<file path="src/rtl/demux_4bit_reg_pkg.sv">
// Shared definitions for the registered 1-to-2 operand demultiplexer.
// The select encoding matches the 2:1 operand mux: 0 -> Out1, 1 -> Out2.
package demux_4bit_reg_pkg;

  typedef enum logic {
    SEL_OUT1 = 1'b0,
    SEL_OUT2 = 1'b1
  } sel_e;

  localparam int DEF_WIDTH = 4;
  localparam int DEF_DEPTH = 2;

endpackage

</file>
<file path="src/rtl/demux_fifo_chan.sv">
// One output channel: a DEPTH x WIDTH register FIFO with valid, full and occupancy count.
// The head entry is read straight from the register array, so there is no bypass path.
module demux_fifo_chan
  import demux_4bit_reg_pkg::*;
#(
  parameter int  WIDTH = DEF_WIDTH,
  parameter int  DEPTH = DEF_DEPTH,
  localparam int CW    = $clog2(DEPTH) + 1
) (
  input  logic             clk_i,
  input  logic             rst_i,
  input  logic             push_i,
  input  logic [WIDTH-1:0] data_i,
  input  logic             pop_i,
  output logic             valid_o,
  output logic             full_o,
  output logic [WIDTH-1:0] data_o,
  output logic [CW-1:0]    count_o
);

  localparam int PW = $clog2(DEPTH);

  logic [WIDTH-1:0] mem_q [DEPTH];
  logic [PW-1:0]    wr_ptr_q, wr_ptr_d;
  logic [PW-1:0]    rd_ptr_q, rd_ptr_d;
  logic [CW-1:0]    count_q, count_d;
  logic             do_push, do_pop;

  assign valid_o = (count_q != '0);
  assign full_o  = (count_q == CW'(DEPTH));
  assign data_o  = mem_q[rd_ptr_q];
  assign count_o = count_q;

  // Full blocks a push even when a pop frees a slot in the same cycle.
  assign do_push = push_i && !full_o;
  assign do_pop  = pop_i && valid_o;

  always_comb begin
    wr_ptr_d = wr_ptr_q;
    rd_ptr_d = rd_ptr_q;
    count_d  = count_q;
    if (do_push) wr_ptr_d = wr_ptr_q + PW'(1);
    if (do_pop)  rd_ptr_d = rd_ptr_q + PW'(1);
    if (do_push && !do_pop)      count_d = count_q + CW'(1);
    else if (!do_push && do_pop) count_d = count_q - CW'(1);
  end

  always_ff @(posedge clk_i or posedge rst_i) begin
    if (rst_i) begin
      wr_ptr_q <= '0;
      rd_ptr_q <= '0;
      count_q  <= '0;
      for (int i = 0; i < DEPTH; i++) mem_q[i] <= '0;
    end else begin
      wr_ptr_q <= wr_ptr_d;
      rd_ptr_q <= rd_ptr_d;
      count_q  <= count_d;
      if (do_push) mem_q[wr_ptr_q] <= data_i;
    end
  end

endmodule

</file>
<file path="src/rtl/demux_4bit_reg.sv">
// Registered 1-to-2 demultiplexer: steers producer operands into one of two
// independent FIFOs so a stalled consumer never blocks the other one.
module demux_4bit_reg
  import demux_4bit_reg_pkg::*;
#(
  parameter int  WIDTH = DEF_WIDTH,
  parameter int  DEPTH = DEF_DEPTH,
  localparam int CW    = $clog2(DEPTH) + 1
) (
  input  logic             Clock,
  input  logic             Reset,
  input  logic             InValid,
  output logic             InReady,
  input  logic             SelectorInput,
  input  logic [WIDTH-1:0] InData,
  output logic             Out1Valid,
  input  logic             Out1Ready,
  output logic [WIDTH-1:0] Out1Data,
  output logic [CW-1:0]    Out1Count,
  output logic             Out2Valid,
  input  logic             Out2Ready,
  output logic [WIDTH-1:0] Out2Data,
  output logic [CW-1:0]    Out2Count
);

  logic sel_out2;
  logic full1, full2;
  logic push1, push2;

  // InReady depends only on the select and registered fullness, never on consumer ready.
  assign sel_out2 = (SelectorInput == SEL_OUT2);
  assign InReady  = sel_out2 ? !full2 : !full1;
  assign push1    = InValid && InReady && !sel_out2;
  assign push2    = InValid && InReady && sel_out2;

  demux_fifo_chan #(.WIDTH(WIDTH), .DEPTH(DEPTH)) u_chan1 (
    .clk_i   (Clock),
    .rst_i   (Reset),
    .push_i  (push1),
    .data_i  (InData),
    .pop_i   (Out1Ready),
    .valid_o (Out1Valid),
    .full_o  (full1),
    .data_o  (Out1Data),
    .count_o (Out1Count)
  );

  demux_fifo_chan #(.WIDTH(WIDTH), .DEPTH(DEPTH)) u_chan2 (
    .clk_i   (Clock),
    .rst_i   (Reset),
    .push_i  (push2),
    .data_i  (InData),
    .pop_i   (Out2Ready),
    .valid_o (Out2Valid),
    .full_o  (full2),
    .data_o  (Out2Data),
    .count_o (Out2Count)
  );

endmodule

</file>
<file path="config.mk">
export PLATFORM = sky130hd
export DESIGN_NAME = demux_4bit_reg
export DESIGN_NICKNAME = d
export VERILOG_FILES = /design/src/rtl/demux_4bit_reg_pkg.sv /design/src/rtl/demux_fifo_chan.sv /design/src/rtl/demux_4bit_reg.sv
export SDC_FILE = /design/constraint.sdc
export NUM_CORES = 1
export LEC_CHECK = 0
export ABC_AREA = 1
export BUFFER_PORTS_ARGS = -buffer_cell sky130_fd_sc_hd__buf_2
export CAP_MARGIN = 5
export CORE_ASPECT_RATIO = 1.5
export CORE_MARGIN = 2
export CORE_UTILIZATION = 41
export DETAILED_ROUTE_END_ITERATION = 10
export HOLD_SLACK_MARGIN = 0.05
export SETUP_SLACK_MARGIN = 0.2
export SYNTH_ARGS = -nofsm -noshare
export SYNTH_HDL_FRONTEND = slang
export SYNTH_SLANG_ARGS = --single-unit
</file>
<file path="constraint.sdc">
create_clock -name Clock -period 1.7 [get_ports Clock]
set_input_delay 0.425 -clock Clock [delete_from_list [all_inputs] [get_ports Clock]]
set_output_delay 0.425 -clock Clock [all_outputs]
set_load 0.005 [all_outputs]
</file>
==> results.sh <==
export IMPL_grt_first_pass_wirelength_mm=4.560
export IMPL_path_class="reg -> out"
export IMPL_p_leak_nw=0.8257
export IMPL_drt_initial_drc_count=17
export IMPL_clockBufferDepth=2
export IMPL_grt_overflow=0
export IMPL_end_kind="output pin"
export IMPL_crit_fanout=5
export IMPL_gp_congestion=0.7810
export IMPL_finalClockSkew_ns=0.006410
export IMPL_insertedDiodeCount=0
export IMPL_initial_core_util=0.4189
export IMPL_synth_top_cell_area_share=0.5026
export IMPL_relSlewSlack=0.7948
export IMPL_wl_mm=2.738
export IMPL_cts_buffers=3
export IMPL_layout_setup_ws_ns=0.09407
export IMPL_period_share=0.9447
export IMPL_htreeDepth=1
export IMPL_ys_types=15
export IMPL_drtAntennaViolNets=0
export IMPL_yosys_warnings=0
export IMPL_pre_cts_slack_ns=0.1461
export IMPL_cts_tree="yes"
export IMPL_synthArstFlopShare=1.000
export IMPL_die_h_um=70.12
export IMPL_critPathLaunchType="flop"
export IMPL_power_mw=2.966
export IMPL_syn_inst=132
export IMPL_grt_use_total=0.1821
export IMPL_vias=1091
export IMPL_synth_compound_area_frac=0.03560
export IMPL_layout_drive_gt1_share=0.3787
export IMPL_tns_ns=0
export IMPL_status="finished, final reports clean"
export IMPL_core_area_mm2=0.002853
export IMPL_tightestPinTransition_ns=0.3079
export IMPL_yosysTopAreaCell="dfrtp_1"
export IMPL_syn_area_per_cell_um2=9.052
export IMPL_synth_mux_area_frac=0.07539
export IMPL_n_fill_cell=281
export IMPL_clk_latency_ns=0.27
export IMPL_synth_common_cells="nand2_1 (49), dfrtp_1 (24), nand4_1 (22)"
export IMPL_synthesis_area_mm2=0.001195
export IMPL_worstPathRequired_ns=1.27
export IMPL_place_hpwl_mm=1.989
export IMPL_antenna_found_initial=0
export IMPL_firstDrtPassIters=4
export IMPL_synth_area_top_cells="dfrtp_1 (50%), nand2_1 (15%), nand4_1 (12%)"
export IMPL_yosys_area_share_adder=0.02094
export IMPL_ys_seq_elements=24
export IMPL_design_area_mm2=0.001573
export IMPL_clockRootBuffer="clkbuf_8"
export IMPL_grt_pass1_vias=1046
export IMPL_yosysSeqAreaShare=0.5026
export IMPL_synth_top_family_by_area="simple AND/OR/NAND/NOR gates"
export IMPL_cts_clk_slew_worst_paths_ns=0.08
export IMPL_synth_enable_flop_cells=0
export IMPL_drv_slew=0
export IMPL_vias_per_cell=5.245
export IMPL_wire_per_inst_um=13.16
export IMPL_vdd_drop_max_v=0.0008327
export IMPL_power_density_mw_per_mm2=1886
export IMPL_synth_xor_area_share=0.02932
export IMPL_grt_max_degree=25
export IMPL_r2r_cells=9
export IMPL_clkSinkCount=24
export IMPL_yosysMostFrequentCell="nand2_1"
export IMPL_portBuffers=24
export IMPL_hold_viol=0
export IMPL_min_period_ns=1.606
export IMPL_die_area_mm2=0.003371
export IMPL_fp_dieW_um=48.08
export IMPL_setup_violations=0
export IMPL_dp_cells=196
export IMPL_stdcell_count=208
export IMPL_drc_errors=0
export IMPL_syn_nets=144
export IMPL_std_cell_rows=24
export IMPL_worstPathArrival_ns=1.18
export IMPL_ys_flop_type="dfrtp_1"
export IMPL_nets=183
export IMPL_min_path_type="in -> async"
export IMPL_syn_to_final_growth_pct=31.62
export IMPL_drv_cap=0
export IMPL_ioPinCount=25
export IMPL_synthSimpleGateAreaFrac=0.2942
export IMPL_max_freq_mhz=622.7
export IMPL_rsz0062_at_grt="yes"
export IMPL_place_area_mm2=0.001378
==> kinds of logic after synthesis <==
logic type,count (synthesis)
XOR/XNOR,4
AO/OA/AOI/OAI,4
flip-flops,24
AND/OR/NAND/NOR,77
adder cells (fa/ha/maj),2
multiplexers,8
buffers and inverters,13
==> critical path, stage by stage, from the launching register on <==
cell,delay (ns)
dfrtp_2,0.44
mux2_2,0.35
buf_2,0.13
==> path summary, 6_finish.rpt <==
kind | startpoint | endpoint | slack [ns]
max | u_chan2.rd_ptr_q$_DFFE_PP0P_ | Out2Data[0] | 0.09
min | Reset | u_chan2.mem_q[7]$_DFFE_PP0P_ | 0.19
max reg2reg | u_chan1.count_o[0]$_DFFE_PP0P_ | u_chan1.count_o[1]$_DFFE_PP0P_ | 0.30
min reg2reg | u_chan1.mem_q[7]$_DFFE_PP0P_ | u_chan1.mem_q[7]$_DFFE_PP0P_ | 0.49
max in group asynchronous | Reset | u_chan1.count_o[1]$_DFFE_PP0P_ | 1.25
min in group Clock | Out1Ready | u_chan1.rd_ptr_q$_DFFE_PP0P_ | 0.44
==> metrics by stage <==
step | util | hold slack (ns)
2_1_floorplan | - | 0.4396
3_3_place_gp | 0.4829 | 0.4574
3_5_place_dp | 0.4829 | 0.4631
4_1_cts | 0.5136 | 0.1977
5_1_grt | 0.5513 | 0.2187
6_report | 0.5513 | 0.1856
==> cell usage in the layout, fill, tap and decap left out, types with 5 or more instances in the layout <==
cell type and instances:
dfrtp_1 20, mux2_4 6, nand2_2 5, inv_1 8, buf_2 18, nand2_1 44
buf_4 11, buf_6 7, nand4_1 22
==> state kept, by name (all words and copies together) (netlist names) <==
signal,cells
u_chan2.count_o,2
u_chan1.wr_ptr_q,1
u_chan2.mem_q,8
u_chan1.mem_q,8
u_chan2.wr_ptr_q,1
u_chan2.rd_ptr_q,1
u_chan1.count_o,2
u_chan1.rd_ptr_q,1
==> cell type report <==
| class | instances | area (um^2) | share of cell area |
|---|---|---|---|
| Sequential cell | 24 | 605.6 | 0.3850 |
| Multi-Input combinational cell | 95 | 584.3 | 0.3715 |
| Timing Repair Buffer | 36 | 251.5 | 0.1599 |
| Tap cell | 39 | 48.80 | 0.03103 |
| Clock buffer | 3 | 41.29 | 0.02625 |
| Inverter | 11 | 41.29 | 0.02625 |
==> routing by layer <==
metal	vias up	part of all wire	track usage
met2	26	0.54	0.2993
met1	535	0.39	0.2222
li1	521	-	-
met5	-	0	0
met3	9	0.037	0.02584
met4	0	0.035	0.08108
==> power by group <==
part	internal (mW)	total, mW	leakage (nW)	switching [mW]
clock	0.158	0.333	0.0216	0.174
sequential	0.858	1.10	0.290	0.245
combinational	0.874	1.53	0.514	0.655
total	1.89	2.97	0.826	1.07
==> repair_timing <==
action,4_1_cts,5_1_grt
gates resized for setup,7,19
endpoints found under the setup margin,11,13
hold buffers,0,0
hold endpoints to repair,0,0
buffers inserted,4,5
gates cloned,0,0
Note: power is estimated with default switching activity, not from simulation.
